**config.mk**
```make
export PLATFORM = sky130hd
export DESIGN_NAME = div_unit_seq
export DESIGN_NICKNAME = d
export VERILOG_FILES = /design/src/rtl/mips_pkg.sv /design/src/rtl/div_step.sv /design/src/rtl/div_unit_seq.sv
export SDC_FILE = /design/constraint.sdc
export NUM_CORES = 1
export LEC_CHECK = 0
export BUFFER_PORTS_ARGS = -buffer_cell sky130_fd_sc_hd__clkbuf_2
export CORE_AREA = 4 4 171 190
export CTS_BUF_LIST = sky130_fd_sc_hd__clkbuf_16
export DETAILED_ROUTE_END_ITERATION = 10
export DIE_AREA = 0 0 175 194
export SLEW_MARGIN = 15
export SYNTH_ARGS = -nofsm -noshare
export SYNTH_HDL_FRONTEND = slang
export SYNTH_SLANG_ARGS = --single-unit
```
**constraint.sdc**
```tcl
create_clock -name Clk -period 3.35 [get_ports Clk]
set_input_delay 0.5025 -clock Clk [delete_from_list [all_inputs] [get_ports Clk]]
set_output_delay 0.5025 -clock Clk [all_outputs]
set_load 0.01 [all_outputs]
```
**src/rtl/mips_pkg.sv**
```systemverilog
// Shared MIPS definitions: divider FSM encoding, divider width and the
// ALUControl codes the decoder emits for div/divu.
package mips_pkg;

    localparam int DIV_WIDTH = 32;

    typedef enum logic [2:0] {
        IDLE = 3'd0,
        PREP = 3'd1,
        ITER = 3'd2,
        FIX  = 3'd3,
        DONE = 3'd4
    } div_state_t;

    localparam logic [3:0] ALU_DIV  = 4'b1010;
    localparam logic [3:0] ALU_DIVU = 4'b1011;

endpackage

```
**src/rtl/div_step.sv**
```systemverilog
// One restoring division step: shift the next dividend bit into the partial
// remainder, trial-subtract the divisor, keep the result if it did not borrow.
module div_step #(
    parameter int WIDTH = 32
) (
    input  logic [WIDTH-1:0] rem_in,
    input  logic [WIDTH-1:0] q_in,
    input  logic [WIDTH-1:0] divisor,
    output logic [WIDTH-1:0] rem_out,
    output logic [WIDTH-1:0] q_out
);

    logic [WIDTH:0] shifted;
    logic [WIDTH:0] diff;

    // The extra top bit keeps the shifted remainder exact; diff[WIDTH] is the borrow.
    assign shifted = {rem_in, q_in[WIDTH-1]};
    assign diff    = shifted - {1'b0, divisor};

    always_comb begin
        rem_out = shifted[WIDTH-1:0];
        q_out   = {q_in[WIDTH-2:0], 1'b0};
        if (!diff[WIDTH]) begin
            rem_out = diff[WIDTH-1:0];
            q_out   = {q_in[WIDTH-2:0], 1'b1};
        end
    end

endmodule

```
**src/rtl/div_unit_seq.sv**
```systemverilog
// Iterative restoring divider for div/divu: magnitudes in PREP, WIDTH
// shift/subtract steps in ITER, sign fix-up in FIX, HI/LO strobe in DONE.
module div_unit_seq
    import mips_pkg::*;
#(
    parameter int WIDTH = DIV_WIDTH,
    parameter int CNT_W = 6
) (
    input  logic             Clk,
    input  logic             Rst_n,
    input  logic             start,
    input  logic             is_signed,
    input  logic [WIDTH-1:0] A,
    input  logic [WIDTH-1:0] B,
    input  logic             flush,
    output logic             busy,
    output logic             stall,
    output logic             done,
    output logic [WIDTH-1:0] quotient,
    output logic [WIDTH-1:0] remainder,
    output logic             div_by_zero
);

    localparam logic [CNT_W-1:0] CNT_LAST = CNT_W'(WIDTH - 1);

    div_state_t       state_reg, state_next;
    logic [CNT_W-1:0] cnt_reg;
    logic [WIDTH-1:0] a_reg, b_reg;
    logic             sgn_reg;
    logic             neg_q_reg, neg_r_reg;
    logic [WIDTH-1:0] rem_reg, q_reg, dvs_reg;
    logic [WIDTH-1:0] quot_reg, remd_reg;
    logic             dbz_reg;

    logic             accept;
    logic             b_zero;
    logic [WIDTH-1:0] mag_a, mag_b;
    logic [WIDTH-1:0] step_rem, step_q;

    assign accept = start && !flush && (state_reg == IDLE || state_reg == DONE);
    assign b_zero = (b_reg == '0);
    assign mag_a  = (sgn_reg && a_reg[WIDTH-1]) ? -a_reg : a_reg;
    assign mag_b  = (sgn_reg && b_reg[WIDTH-1]) ? -b_reg : b_reg;

    div_step #(.WIDTH(WIDTH)) u_step (
        .rem_in  (rem_reg),
        .q_in    (q_reg),
        .divisor (dvs_reg),
        .rem_out (step_rem),
        .q_out   (step_q)
    );

    always_ff @(posedge Clk or negedge Rst_n) begin
        if (!Rst_n) begin
            state_reg <= IDLE;
        end else begin
            state_reg <= state_next;
        end
    end

    always_comb begin
        state_next = state_reg;
        if (flush) begin
            state_next = IDLE;
        end else begin
            case (state_reg)
                IDLE:    if (start) state_next = PREP;
                PREP:    state_next = b_zero ? DONE : ITER;
                ITER:    if (cnt_reg == CNT_LAST) state_next = FIX;
                FIX:     state_next = DONE;
                DONE:    state_next = start ? PREP : IDLE;
                default: state_next = IDLE;
            endcase
        end
    end

    always_ff @(posedge Clk or negedge Rst_n) begin
        if (!Rst_n) begin
            cnt_reg   <= '0;
            a_reg     <= '0;
            b_reg     <= '0;
            sgn_reg   <= 1'b0;
            neg_q_reg <= 1'b0;
            neg_r_reg <= 1'b0;
            rem_reg   <= '0;
            q_reg     <= '0;
            dvs_reg   <= '0;
            quot_reg  <= '0;
            remd_reg  <= '0;
            dbz_reg   <= 1'b0;
        end else if (accept) begin
            a_reg   <= A;
            b_reg   <= B;
            sgn_reg <= is_signed;
        end else if (!flush) begin
            case (state_reg)
                PREP: begin
                    neg_q_reg <= sgn_reg && (a_reg[WIDTH-1] ^ b_reg[WIDTH-1]);
                    neg_r_reg <= sgn_reg && a_reg[WIDTH-1];
                    rem_reg   <= '0;
                    q_reg     <= mag_a;
                    dvs_reg   <= mag_b;
                    cnt_reg   <= '0;
                    // Divide by zero completes here with the architectural fallback values.
                    if (b_zero) begin
                        quot_reg <= '1;
                        remd_reg <= a_reg;
                        dbz_reg  <= 1'b1;
                    end
                end
                ITER: begin
                    rem_reg <= step_rem;
                    q_reg   <= step_q;
                    cnt_reg <= cnt_reg + CNT_W'(1);
                end
                FIX: begin
                    quot_reg <= neg_q_reg ? -q_reg : q_reg;
                    remd_reg <= neg_r_reg ? -rem_reg : rem_reg;
                    dbz_reg  <= 1'b0;
                end
                default: ;
            endcase
        end
    end

    assign busy        = (state_reg == PREP) || (state_reg == ITER) || (state_reg == FIX);
    assign done        = (state_reg == DONE);
    assign stall       = busy || accept;
    assign quotient    = quot_reg;
    assign remainder   = remd_reg;
    assign div_by_zero = dbz_reg;

endmodule
```
==> out/qor.yml, run 1 <==
worst_setup_path:
  crit_fanout: 16
  cp.arrival_ns: 3.58
  critical_path.startpoint_type: "flop"
  critPathBufInv: 1
  cp.required_ns: 3.77
  cpLargestDelayFamily: "compound AO/OA/AOI/OAI gates"
  cp-end-kind: "flop"
  critical-path-slowest-cell: "dfrtp_1"
  crit_chain: "ha_1, a21oi_1, and2_1, nand4b_1, a41o_1, a211o_1, a211o_4, nand3_4, buf_12, mux2i_1, o22ai_1"
  r2r_slack_ns: 0.18
  cpPeakStageDelay_ns: 0.44
  crit_type: "flop to flop"
timing:
  period_minus_slack_ns: 3.17
  slew_headroom_pct: 48.7
  fin_setup_tns_ns: 0
  fin_crit_sh_pct: 94.6
  clock.fmax_mhz: 316
  hold_viol: 0
  finalMaxSlewViolations: 0
  setup_viol: 0
  rsz0062_at_grt: "no"
  worstMarginPinSlew_ns: 0.770
  worst_slack_ns: 0.182
  skew_ns: 0.0161
  holdWs_ns: 0.00927
place:
  place_congestion: 0.889
  placedInstanceArea_sq_um: 15400
  place_hpwl_mm: 28.2
  dp_cells: 2086
  pre_cts_ws_ns: 0.137
  port-buffer-count: 136
routing:
  wl_met1_mm: 17.3
  dr.first_iter.drc_count: 665
  antenna_left: 0
  dr.pass1.iters: 5
  wl_met2_mm: 18.2
  wirelength_mm: 37.8
  route.met3.wl_mm: 1.45
  detail_route.vias_per_cell: 5.41
  route.detailed.wl_per_inst_microns: 17.6
  dr_total_vias: 11600
  drc: 0
  top_layer_used: "met4"
synth:
  synth_fa_ha_area_share_pct: 3.47
  ys_seq_area_share_pct: 42.6
  synthMuxAreaShare_pct: 6.95
  synth_flop_cell: "dfrtp_1"
  netlist_instances: 1561
  synth_xor_area_share_pct: 9.12
  syn-num-nets: 1668
  synth_compound_area_share_pct: 18.0
  synthDistinctLibCells: 69
  synthTopCellsByArea: "dfrtp_1 43%, xor2_1 5.4%, nand2_1 5.3%, a21oi_1 5.2%, mux2_2 4.9%"
  synth_seq_cells: 237
  synth_top_family_by_area: "compound AO/OA/AOI/OAI gates"
  synth_area_sq_um: 13900
  yosys.area.top_type: "dfrtp_1"
  yosys.area.top_type_share_pct: 42.6
  synth_warnings: 0
  synth-simple-area-share_pct: 16.1
  async_flop_share_pct: 100
  synth_edf_count: 0
  avgSynthCellArea_sq_um: 8.92
cells_and_area:
  fin_area_sq_um: 16300
  final_util_pct: 53.8
  fillerInstances: 2882
  seqCellArea_sq_um: 5930
  multi_input_area_sq_um: 7540
  layout-drive-gt1-share_pct: 18.9
  synthToLayoutAreaGrowth_pct: 17.3
  nets: 1815
  n_antenna_cell: 0
  layoutNonFillerInstCount: 2142
global_routing:
  grtUsageTotal_pct: 22.0
  antenna_found_initial: 0
  grt_remaining_overflow: 0
  grt_pass1_vias: 11600
  grt_max_degree: 92
  grt_pass1_wl_mm: 61.9
clock_tree:
  tritoncts: "yes"
  clk_pin_slew_ns: 0.06
  cts_root_buf: "clkbuf_16"
  cts.sinks: 237
  clockBufferDepth: 3
  clock_latency_ns: 0.55
  ctsHtreeMaxLevel: 1
  cts_made_buffers: 28
  hold_buffers: 0
pwr:
  p_leak_nw: 7.56
  p_per_area_nw_per_um2: 757
  p_total_mw: 12.4
  peakVddDrop_v: 0.000442
die:
  rows: 67
  initial_utilization_pct: 45.9
  ioPinCount: 137
  fp.dieW_microns: 175
  chipHeight_microns: 194
  core_area_sq_um: 30300
  dieArea_sq_um: 34000
hold_path:
  worstHoldPathType: "primary input to asynchronous set/reset pin"
job:
  drv_cap: 0
status:
  status: "completed"
-- report_power, final --
part / total, mW / internal (mW) / leakage, nW / switching (mW)
clock: 3.00 / 1.78 / 0.473 / 1.22
combinational: 4.72 / 2.04 / 4.10 / 2.69
sequential: 4.64 / 3.70 / 2.98 / 0.943
-- routing by layer --
metal	track usage, %	vias up
met1	30.0	5529
met3	2.34	52
met5	0	-
li1	-	5778
met4	5.12	0
met2	37.8	239
-- placed cells by master (no fill, tap or decap), types with 30 or more instances in the layout --
cell type,count
a21oi_1,144
buf_4,52
clkbuf_2,135
dfrtp_1,237
ha_1,37
inv_1,60
mux2_2,60
nand2_1,197
nand3_1,30
nor2_1,126
o21ai_0,89
o21ai_1,84
xnor2_1,59
xor2_1,86
-- worst paths after layout --
| check | endpoint | cells past startpoint | from |
|---|---|---|---|
| max reg2reg | rem_reg[5] | 11 | rem_reg[8] |
| max | rem_reg[5] | 11 | rem_reg[8] |
| max in group asynchronous | q_reg[19] | 2 | Rst_n |
| min | a_reg[17] | 1 | Rst_n |
| min reg2reg | dvs_reg[20] | 2 | dvs_reg[20] |
| min in group Clk | b_reg[27] | 3 | B[27] |
-- area by class of cell --
type / count / share of cell area (%)
multi-input cells: 1189 / 46.1
flip-flops and latches: 237 / 36.3
repair buffers: 196 / 7.60
clock buffers: 29 / 4.44
well taps: 414 / 3.17
inverters: 56 / 1.29
clock inverters: 21 / 1.04
-- what timing repair did --
action                                  in CTS  in global routing
buffers inserted                             0                  5
gates resized for setup                      0                  3
endpoints found under the setup margin       0                 27
-- worst register-to-register path, stage by stage, from the launching register on --
cell and delay, ns:
dfrtp_1 0.44, ha_1 0.33, a21oi_1 0.25, and2_1 0.20
nand4b_1 0.13, a41o_1 0.30, a211o_1 0.36, a211o_4 0.37
nand3_4 0.16, buf_12 0.19, mux2i_1 0.22, o22ai_1 0.10
-- cells by family (layout without fill, tap and decap cells) --
kind of cell               count (synthesis)  after routing
AOI/OAI and AO/OA                        429            429
xor gates and xnor gates                 145            145
adders and majority gates                 38             38
buffers and inverters                    136            302
DFF                                      237            237
muxes                                     89             89
and+or+nand+nor                          487            488
-- Yosys cell counts (all sizes together) (11+ instances only) --
| cell | number |
|---|---|
| a21oi | 144 |
| and2 | 11 |
| and3 | 13 |
| buf | 19 |
| clkbuf | 61 |
| dfrtp | 237 |
| ha | 37 |
| inv | 56 |
| mux2 | 61 |
| mux2i | 28 |
| nand2 | 198 |
| nand3 | 31 |
| nor2 | 128 |
| nor2b | 13 |
| nor3 | 22 |
| nor4 | 14 |
| o21ai | 174 |
| o31ai | 25 |
| o41ai | 17 |
| or3 | 18 |
| xnor2 | 59 |
| xor2 | 86 |
No activity file was read; power rests on OpenSTA's default activity.
==> run 2: changes to the inputs <==
Settings changed: CORE_AREA 4 4 171 190 to 2 2 171 190, DIE_AREA 0 0 175 194 to 0 0 173 192, HOLD_SLACK_MARGIN set to 0.1.
==> run 2 against run 1 <==
- flip-flop and latch count did not move
- clock skew increased by 0.0032 ns
- register-to-register slack worse by 0.02 ns
- critical path depth is 2 lower
- global-route usage increased by 0.57 points
- cell count is 0.37% lower
- core utilization is 2.0 points lower
- routed wire length decreased by 0.72%
- first-iteration DRC count increased by 11%
- design area down 1.3%
==> out/qor.yml, run 2 (synthesis gave the netlist of run 1 again) <==
global_routing:
  grt_pass1_vias: 11300
  antenna_found_initial: 0
  grt_pass1_wl_mm: 60.5
  grtUsageTotal_pct: 22.5
  grt_remaining_overflow: 0
  grt_max_degree: 72
worst_setup_path:
  ff2ff_path_depth: 9
  r2r-end: "q_reg[27]"
  critical_path.startpoint_type: "flop"
  critPathBufInv: 0
  cp-end-kind: "flop"
  cpLargestDelayFamily: "simple AND/OR/NAND/NOR gates"
  r2r_start: "a_reg[2]"
  cp.required_ns: 3.76
  r2r_slack_ns: 0.17
  cp.arrival_ns: 3.59
  cpPeakStageDelay_ns: 0.55
  crit_fanout: 7
  crit_chain: "or3_1, or4_1, nor3_4, nand3b_2, or3_4, or3_4, o31ai_4, xor2_1, o21ai_1"
  cpMostUsedCell: "or3_4"
  crit_type: "flop to flop"
  critical-path-slowest-cell: "or4_1"
die:
  rows: 68
  fp.dieW_microns: 173
  core_area_sq_um: 31100
  chipHeight_microns: 192
  ioPinCount: 137
  dieArea_sq_um: 33200
  initial_utilization_pct: 44.7
hold_path:
  hold_end: "b_reg[27]"
  worstHoldPathType: "primary input to flop"
  hold_path.startpoint: "B[27]"
  whs_path_depth: 3
cells_and_area:
  final_cell_mix: "237 x dfrtp_1, 197 x nand2_1, 144 x a21oi_1"
  synthToLayoutAreaGrowth_pct: 15.8
  final_common_cell: "dfrtp_1"
  seqCellArea_sq_um: 5930
  multi_input_area_sq_um: 7510
  fin_area_sq_um: 16100
  fillerInstances: 3023
  nets: 1808
  n_antenna_cell: 0
  final_util_pct: 51.8
  layout-drive-gt1-share_pct: 18.0
place:
  place_congestion: 0.885
  port-buffer-count: 136
  placedInstanceArea_sq_um: 15400
  place_hpwl_mm: 27.9
timing:
  holdWs_ns: 0.174
  period_minus_slack_ns: 3.18
  setup_viol: 0
  clock.fmax_mhz: 314
  rsz0062_at_grt: "no"
  finalMaxSlewViolations: 0
  hold_viol: 0
  worstMarginPinSlew_ns: 0.943
  skew_ns: 0.0193
  fin_setup_tns_ns: 0
  slew_headroom_pct: 37.1
  fin_crit_sh_pct: 95.0
status:
  status: "completed"
pwr:
  peakVddDrop_v: 0.000423
  p_per_area_nw_per_um2: 740
  p_total_mw: 11.9
  p_leak_nw: 7.46
clock_tree:
  cts_setup_buffers: 0
  cts_root_buf: "clkbuf_16"
  ctsHtreeMaxLevel: 1
  clk_pin_slew_ns: 0.06
  clock_latency_ns: 0.55
  cts.sinks: 237
  clockBufferDepth: 3
  tritoncts: "yes"
  cts_made_buffers: 27
routing:
  route.detailed.wl_per_inst_microns: 17.6
  dr.pass1.iters: 5
  detail_route.vias_per_cell: 5.47
  antenna_left: 0
  drc: 0
  dr_total_vias: 11700
  wirelength_mm: 37.5
  dr.first_iter.drc_count: 740
job:
  drv_cap: 0
-- run 2: layout make-up --
cell class              count  share of cell area [%]
clock buffers              27                    4.19
clock inverters            15                   0.388
inverters                  56                    1.30
multi-input cells        1188                    46.6
flip-flops and latches    237                    36.8
well taps                 420                    3.26
repair buffers            191                    7.48
-- run 2: metal layers --
| layer | vias up | global-route usage [%] | wire length, microns |
|---|---|---|---|
| li1 | 5757 | - | - |
| met1 | 5573 | 30.0 | 16800 |
| met2 | 275 | 38.8 | 17900 |
| met3 | 60 | 2.47 | 1730 |
| met4 | 0 | 6.91 | 1070 |
| met5 | - | 0 | 0 |
-- run 2: through the flow --
step                      std cells  setup WS (ns)
after detailed placement       2091          0.167
final                          2134          0.166
after CTS                      2134          0.135
after global routing           2134         0.0159
after floorplan                1561          0.313
after global placement         2091          0.233
-- run 2: tightest hold or removal path: cells and delay by family --
family | cells | cell delay [ns]
buffers and inverters | 1 | 0.08
AO/OA/AOI/OAI | 1 | 0.05
AND/OR/NAND/NOR | 1 | 0.04
-- run 2: worst max path at each step --
stage                          start           to  slack [ns]  cells past startpoint
final                       a_reg[2]    q_reg[27]        0.17                      9
after floorplan           rem_reg[8]  rem_reg[11]        0.31                     12
after detailed placement  rem_reg[8]  rem_reg[26]        0.17                     11
after CTS                 rem_reg[8]  rem_reg[26]        0.13                     11
after global placement     q_reg[31]  rem_reg[23]        0.23                     13
after global routing        a_reg[4]    q_reg[27]        0.02                      9
-- run 2: repair_timing --
action / CTS / global route
setup endpoints to repair: 0 / 3
endpoints found under the hold margin: 66 / 0
hold buffers: 1 / 0
resized for setup: 0 / 1
-- run 2: where the power goes --
part | internal, mW | switching [mW]
Clock | 1.43 | 1.16
Combinational | 2.03 | 2.67
Sequential | 3.70 | 0.941
Total | 7.16 | 4.76
